## src/rtl/vector_out_streamer_if.sv

```systemverilog
// rtl/vector_out_streamer_if.sv - lane stream handshake between the vector output streamer and its consumer
interface vector_out_streamer_if #(
    parameter int DATA_WIDTH = 16
);
    logic [DATA_WIDTH-1:0] laneData;
    logic [2:0]            laneIndex;
    logic                  laneValid;
    logic                  laneLast;
    logic                  laneReady;

    modport master (
        output laneData,
        output laneIndex,
        output laneValid,
        output laneLast,
        input  laneReady
    );

    modport slave (
        input  laneData,
        input  laneIndex,
        input  laneValid,
        input  laneLast,
        output laneReady
    );
endinterface

```

## src/rtl/vector_out_streamer.sv

```systemverilog
// rtl/vector_out_streamer.sv - buffers flagged WB vectors and streams them one lane per beat
module vector_out_streamer #(
    parameter int DATA_WIDTH  = 16,
    parameter int VECTOR_SIZE = 6,
    parameter int FIFO_DEPTH  = 4,
    parameter int PTR_WIDTH   = 2,
    parameter int SKID        = 2
) (
    input  logic                              clock,
    input  logic                              reset,
    input  logic                              outFlag,
    input  logic [DATA_WIDTH*VECTOR_SIZE-1:0] out,
    vector_out_streamer_if.master             lane,
    output logic                              stallRequest,
    output logic                              overflow,
    input  logic                              clearOverflow,
    output logic                              busy
);
    localparam logic [0:0] IDLE = 1'b0;
    localparam logic [0:0] SEND = 1'b1;

    localparam logic [PTR_WIDTH:0] FULL_COUNT  = (PTR_WIDTH + 1)'(FIFO_DEPTH);
    localparam logic [PTR_WIDTH:0] STALL_LEVEL = (PTR_WIDTH + 1)'(FIFO_DEPTH - SKID);
    localparam logic [2:0]         LAST_INDEX  = 3'(VECTOR_SIZE - 1);

    logic [DATA_WIDTH*VECTOR_SIZE-1:0] mem [FIFO_DEPTH];
    logic [DATA_WIDTH*VECTOR_SIZE-1:0] shiftReg;
    logic [PTR_WIDTH-1:0]              wrPtr;
    logic [PTR_WIDTH-1:0]              rdPtr;
    logic [PTR_WIDTH:0]                count;
    logic [0:0]                        state;
    logic [2:0]                        laneIndexReg;

    logic full;
    logic push;
    logic drop;
    logic laneAccept;
    logic atLast;
    logic pop;

    // Fullness and pop eligibility both use the count at the start of the cycle,
    // so a same-cycle pop never makes room and a same-cycle push is never popped.
    always_comb begin
        full       = (count == FULL_COUNT);
        push       = outFlag && !full;
        drop       = outFlag && full;
        laneAccept = (state == SEND) && lane.laneReady;
        atLast     = (laneIndexReg == LAST_INDEX);
        pop        = (count != '0) && ((state == IDLE) || (laneAccept && atLast));
    end

    always_ff @(posedge clock) begin
        if (push) begin
            mem[wrPtr] <= out;
        end
    end

    always_ff @(posedge clock or negedge reset) begin
        if (!reset) begin
            wrPtr        <= '0;
            rdPtr        <= '0;
            count        <= '0;
            overflow     <= 1'b0;
            state        <= IDLE;
            laneIndexReg <= 3'd0;
            shiftReg     <= '0;
        end else begin
            if (push) begin
                wrPtr <= wrPtr + PTR_WIDTH'(1);
            end
            if (pop) begin
                rdPtr <= rdPtr + PTR_WIDTH'(1);
            end
            case ({push, pop})
                2'b10:   count <= count + (PTR_WIDTH + 1)'(1);
                2'b01:   count <= count - (PTR_WIDTH + 1)'(1);
                default: count <= count;
            endcase

            if (drop) begin
                overflow <= 1'b1;
            end else if (clearOverflow) begin
                overflow <= 1'b0;
            end

            // Shifting on every accepted beat leaves the register all-zero once a
            // vector has fully drained, so laneData reads 0 while idle.
            if (pop) begin
                shiftReg     <= mem[rdPtr];
                laneIndexReg <= 3'd0;
                state        <= SEND;
            end else if (laneAccept) begin
                shiftReg <= shiftReg >> DATA_WIDTH;
                if (atLast) begin
                    laneIndexReg <= 3'd0;
                    state        <= IDLE;
                end else begin
                    laneIndexReg <= laneIndexReg + 3'd1;
                end
            end
        end
    end

    assign lane.laneData  = shiftReg[DATA_WIDTH-1:0];
    assign lane.laneIndex = laneIndexReg;
    assign lane.laneValid = (state == SEND);
    assign lane.laneLast  = (state == SEND) && atLast;
    assign stallRequest   = (count >= STALL_LEVEL);
    assign busy           = (count != '0) || (state == SEND);
endmodule
```

## src/flat_wrapper.sv

```systemverilog
// flat-port wrapper written by rule: the top's interface ports become plain ports
module vector_out_streamer_flat 
#(
    parameter int DATA_WIDTH  = 16,
    parameter int VECTOR_SIZE = 6,
    parameter int FIFO_DEPTH  = 4,
    parameter int PTR_WIDTH   = 2,
    parameter int SKID        = 2
)
  (clock, reset, outFlag, out, stallRequest, overflow, clearOverflow, busy, lane_laneData, lane_laneIndex, lane_laneValid, lane_laneLast, lane_laneReady);
  vector_out_streamer_if #(.DATA_WIDTH(DATA_WIDTH)) lane_i ();
  input  logic clock;
  input  logic reset;
  input  logic outFlag;
  input  logic [DATA_WIDTH*VECTOR_SIZE-1:0] out;
  output logic stallRequest;
  output logic overflow;
  input  logic clearOverflow;
  output logic busy;
  output wire logic [$bits(lane_i.laneData)-1:0] lane_laneData;
  output wire logic [$bits(lane_i.laneIndex)-1:0] lane_laneIndex;
  output wire logic [$bits(lane_i.laneValid)-1:0] lane_laneValid;
  output wire logic [$bits(lane_i.laneLast)-1:0] lane_laneLast;
  input wire logic [$bits(lane_i.laneReady)-1:0] lane_laneReady;
  assign lane_laneData = lane_i.laneData;
  assign lane_laneIndex = lane_i.laneIndex;
  assign lane_laneValid = lane_i.laneValid;
  assign lane_laneLast = lane_i.laneLast;
  assign lane_i.laneReady = lane_laneReady;
  vector_out_streamer #(.DATA_WIDTH(DATA_WIDTH), .VECTOR_SIZE(VECTOR_SIZE), .FIFO_DEPTH(FIFO_DEPTH), .PTR_WIDTH(PTR_WIDTH), .SKID(SKID)) u_core (.clock(clock), .reset(reset), .outFlag(outFlag), .out(out), .lane(lane_i), .stallRequest(stallRequest), .overflow(overflow), .clearOverflow(clearOverflow), .busy(busy));
endmodule
```

## config.mk

```make
export PLATFORM = sky130hd
export DESIGN_NAME = vector_out_streamer_flat
export DESIGN_NICKNAME = d
export VERILOG_FILES = /design/src/rtl/vector_out_streamer_if.sv /design/src/rtl/vector_out_streamer.sv /design/src/flat_wrapper.sv
export SDC_FILE = /design/constraint.sdc
export NUM_CORES = 1
export LEC_CHECK = 0
export CAP_MARGIN = 20
export CORE_UTILIZATION = 61
export CTS_BUF_LIST = sky130_fd_sc_hd__clkbuf_4
export DETAILED_ROUTE_END_ITERATION = 12
export PLACE_DENSITY = 0.85
export SLEW_MARGIN = 40
export SYNTH_ARGS = -nofsm -noshare
export SYNTH_HDL_FRONTEND = slang
export SYNTH_SLANG_ARGS = --single-unit
```

## constraint.sdc

```tcl
create_clock -name clock -period 5.2 [get_ports clock]
set_clock_uncertainty 0.1 [all_clocks]
set_input_delay 1.04 -clock clock [delete_from_list [all_inputs] [get_ports clock]]
set_output_delay 1.04 -clock clock [all_outputs]
set_load 0.01 [all_outputs]
```

---- Word-level counts from Yosys, hierarchy flattened ----
Memories as Yosys holds them, arrays and structs flattened.
Cells that the tools add are included.
operators by class
  add/subtract/negate cells ............... 5
  reductions and logical operators ........ 15
  equality and inequality tests ........... 4
  muxes and demuxes ....................... 13
  bitwise operators ....................... 1
  $lt $le $gt $ge ......................... 1
operator list
  kind                   count
  $mux W96               2
  $mux W3                3
  $reduce_bool A2 Y1     4
  $mux W1                7
  $add A3 B1 Y3 const B  2
  $eq A3 B3 Y1 const B   2
  $logic_and A1 B1 Y1    6
  $pmux W3 S2            1
  $add A2 B1 Y2 const B  2
  $ge A3 B2 Y1 const B   1
  $reduce_bool A3 Y1     1
  $sub A3 B1 Y3 const B  1
  $eq A2 B1 Y1 const B   1
  $eq A2 B2 Y1 const B   1
  $logic_or A1 B1 Y1     2
  $reduce_and A2 Y1      1
  $logic_not A1 Y1       1
  $not A1 Y1             1
storage, ports and cells
  output and inout bits ................... 24
  bits in writable memories ............... 384
  memories ................................ 1
  input bits .............................. 101
  bits in registers ....................... 108
  logic and storage cells ................. 47
memories
  name        depth  bits a word  read ports  clocked after memory_dff  write ports  RTL line                   text
  u_core.mem  4      96           1           0                         1            vector_out_streamer.sv:26  logic [DATA_WIDTH*VECTOR_SIZE-1:0] mem [FIFO_DEPTH];

---- Depth between registers and ports, before layout ----
  word-level depth ........................ 6
  gate-level depth with buffers ........... 11
  depth with buffers taken out ............ 9

---- Least setup slack after synthesis ----
OpenSTA, ideal clock, no wires.
  kind .................................... input to register
  start ................................... input port outFlag
  end ..................................... memory u_core.mem[0][0] (netlist name), enable pin
  stages on the path ...................... 2
  path buffers ............................ 0
  data arrival time ....................... 3672 ps
  data required time ...................... 4634 ps
  slack ................................... 962 ps
  setup time .............................. 466 ps
  cell sequence ........................... a21boi_1 and2_1
on the way
  cells in the longest elaborated chain, start to end .. 3
RTL lines
  element                        RTL line                   text
  from (decl)                    flat_wrapper.sv:14         input logic outFlag;
  $logic_and A1 B1 Y1            vector_out_streamer.sv:45  push = outFlag && !full;
  $mux W1                        vector_out_streamer.sv:53  if (push) begin
  $mux W1 (not written as such)  vector_out_streamer.sv:54  mem[wrPtr] <= out;
  to (decl)                      vector_out_streamer.sv:26
No other way between the ends.

---- Worst setup path in the final report ----
  start ................................... register u_core.count[1]
  end ..................................... output port busy
on the way
  cells in the longest elaborated chain, start to end .. 2
RTL lines
  element                 RTL line                    text
  from (decl)             vector_out_streamer.sv:30   logic [PTR_WIDTH:0] count;
  from (signal assigned)  vector_out_streamer.sv:75   2'b10: count <= count + (PTR_WIDTH + 1)'(1);
  from (signal assigned)  vector_out_streamer.sv:76   2'b01: count <= count - (PTR_WIDTH + 1)'(1);
  from (signal assigned)  vector_out_streamer.sv:77   default: count <= count;
  $reduce_bool A3 Y1      vector_out_streamer.sv:109  assign busy = (count != '0) || (state == SEND);
  $logic_or A1 B1 Y1      vector_out_streamer.sv:109
  to (decl)               flat_wrapper.sv:19          output logic busy;
No other way between the ends.

==> results.cfg <==
[cts]
numCtsBuffers = 116
path_clk_slew_ps = 70
htree_num_levels = 3
cts_num_sinks = 492
cts_resized = 0
cts_tree = yes
cts_hold_buffers = 0
cts_buffer_depth = 3
post_cts_buffers = 0
cts_root_buf = clkbuf_4
insertion_delay_ps = 790

[logic_synthesis]
syn-instance-count = 1084
ys_ff_latch = 492
async_flop_share_pct = 21.95
synth_enable_flop_cells = 384
synth_nets = 1191
netlist_area_um2 = 19620
yosys.area.top_type = edfxtp_1
synth_cell_type_count = 36
synthFlopType = edfxtp_1
avgSynthCellArea_um2 = 18.10
synth_top_area_share_pct = 58.78
yosys_warnings = 0
ys_top_cells_by_area = edfxtp_1, dfrtp_1, mux4_2, o211ai_1, o21ai_0
yosysSeqAreaShare_pct = 72.55

[critical_path]
crit_path_start = u_core.count[1]$_DFFE_PN0P_
path_delay_family = buffers and inverters
worstPathMaxFanout = 84
crit_arrival_ps = 2740
cp-end-kind = output pin
crit_required_ps = 4060
worstSetupPathType = reg -> out
timing.rr.start = u_core.count[1]$_DFFE_PN0P_
slowest_stage = buf_4
crit_buf_inv = 3
worstSetupStartpointType = register
path_cells = nor4_2 -> buf_4 -> inv_1 -> clkdlybuf4s50_1
cp_slowest_stage_delay_ps = 650

[detailed_routing]
drc = 0
via_per_inst = 6.373
first_pass_iters = 5
wl_per_cell_um = 23.75
postRouteAntennaNets = 0
finalWirelength_mm = 41.43
drt_iter0_drc = 1214
vias = 11114

[run]
drv_cap = 0

[timing]
setup_viol = 0
fin_crit_ps = 3882
rsz0062_at_grt = false
tns_ps = 0
relSlewSlack_pct = 40.89
fin_crit_sh_pct = 74.65
hold_viol_final = 0
report.final.slew_viol_count = 0
fmax_ghz = 0.2576
finalHoldWorstSlack_ps = 213.1
worst_pin_slew_ps = 886.6

[die]
dieHeight_um = 181.3
initial_core_util_pct = 62.01
die_area_um2 = 32880
ios = 125
core_area_um2 = 31640
die_x_um = 181.3
row_count = 65

[place]
routabilityCongestion = 0.7632
dpl.hpwl_mm = 23.85
io_buffer_count = 124

[finish]
drive_gt1_share_pct = 25.73
layout.nets = 1351
multi_input_area_um2 = 4536
final_cell_mix = edfxtp_1, clkbuf_4, clkdlybuf4s50_1, dfrtp_1, mux4_2
fill_cells = 1849
final_common_cell = edfxtp_1
seq_area_um2 = 14240
syn_to_final_growth_pct = 15.77

[global_routing]
grt_pass1_vias = 11613
antenna_found_initial = 1
grt_max_degree = 98
grt_pass1_wl_mm = 64.60
grt_overflow = 0
grt.total_usage_pct = 25.97

[power]
powerDensity_nw_per_um2 = 516.8
vdd_ir_drop_max_v = 0.0002789
power_mw = 11.74
leakage_nw = 7.734

[outcome]
outcome = finished clean

[min_path]
hold_path.class = in -> async
-- registers in the layout (all words and copies together) (netlist names) --
name and count:
u_core.rdPtr 2, u_core.overflow 1, u_core.shiftReg 96, u_core.wrPtr 2, u_core.mem 384, u_core.lane.laneValid 1
u_core.lane.laneIndex 3, u_core.count 3
-- routing by layer --
metal / vias up / part of all wire, % / global-route usage, %
li1: 4762 / - / -
met1: 5699 / 39 / 34.77
met2: 572 / 51 / 42.37
met3: 81 / 7.0 / 5.019
met4: 0 / 3.0 / 10.78
met5: - / 0 / 0
-- final timing paths --
| kind | to | slack [ps] | cells after the start |
|---|---|---|---|
| worst max register to register | u_core.shiftReg[72]$_DFFE_PN0P_ | 2260 | 7 |
| worst max-delay path | busy | 1320 | 4 |
| worst min-delay path | u_core.shiftReg[15]$_DFFE_PN0P_ | 210 | 1 |
| worst min register to register | u_core.shiftReg[81]$_DFFE_PN0P_ | 410 | 1 |
| max in group asynchronous | u_core.shiftReg[92]$_DFFE_PN0P_ | 3750 | 2 |
| min in group clock | u_core.shiftReg[81]$_DFFE_PN0P_ | 410 | 1 |
-- power by group --
group / total (mW) / switching (mW) / internal, mW
Clock: 3.05 / 1.48 / 1.56
Combinational: 2.95 / 1.55 / 1.40
Sequential: 5.74 / 0.495 / 5.24
Total: 11.7 / 3.53 / 8.20
-- cells by family (layout without fill, tap and decap cells) --
kind of cell               count (synthesis)  in the layout  share of synthesized area [%]
other                                      0              1                              0
and+or+nand+nor                           20             20                         0.5422
xor gates and xnor gates                   6              6                         0.2679
muxes                                     97             97                          11.08
AOI/OAI and AO/OA                        267            267                          10.63
adders and majority gates                  6              6                         0.4209
DFF                                      492            492                          72.55
buffers and inverters                    196            453                          4.515
-- per-stage QoR --
| stage | utilization [%] | worst slack, ps | cell area, µm² | std cells |
|---|---|---|---|---|
| finish | 71.79 | 1318 | 22710 | 1744 |
| CTS | 71.58 | 1259 | 22650 | 1740 |
| global route | 71.79 | 1166 | 22710 | 1744 |
| global placement | 66.51 | 1593 | 21040 | 1521 |
| floorplan | - | 962.2 | 19620 | 1084 |
| detailed placement | 66.79 | 1468 | 21130 | 1525 |
-- final cells by class --
cell class / count / share of cell area (%)
flip-flops and latches: 492 / 62.70
multi-input cells: 396 / 19.97
repair buffers: 147 / 6.925
clock buffers: 176 / 5.818
well taps: 402 / 2.215
inverters: 91 / 1.504
clock inverters: 39 / 0.8539
diodes: 1 / 0.01102
-- synth_stat cells (2+ instances only) --
master    instances
mux4_2           96
ha_1              5
buf_4            23
nand3_1           2
buf_1             3
dfrtp_1         108
o311ai_0         31
buf_2            21
and2_1            4
edfxtp_1        384
clkbuf_1         53
o21ai_0          84
buf_6             5
o211ai_1         81
nand2_1           5
a22o_1           16
o311ai_1         26
xnor2_1           3
inv_1            91
nor2_1            3
xor2_1            3
o311ai_2         23
No activity file was read; power rests on OpenSTA's default activity.
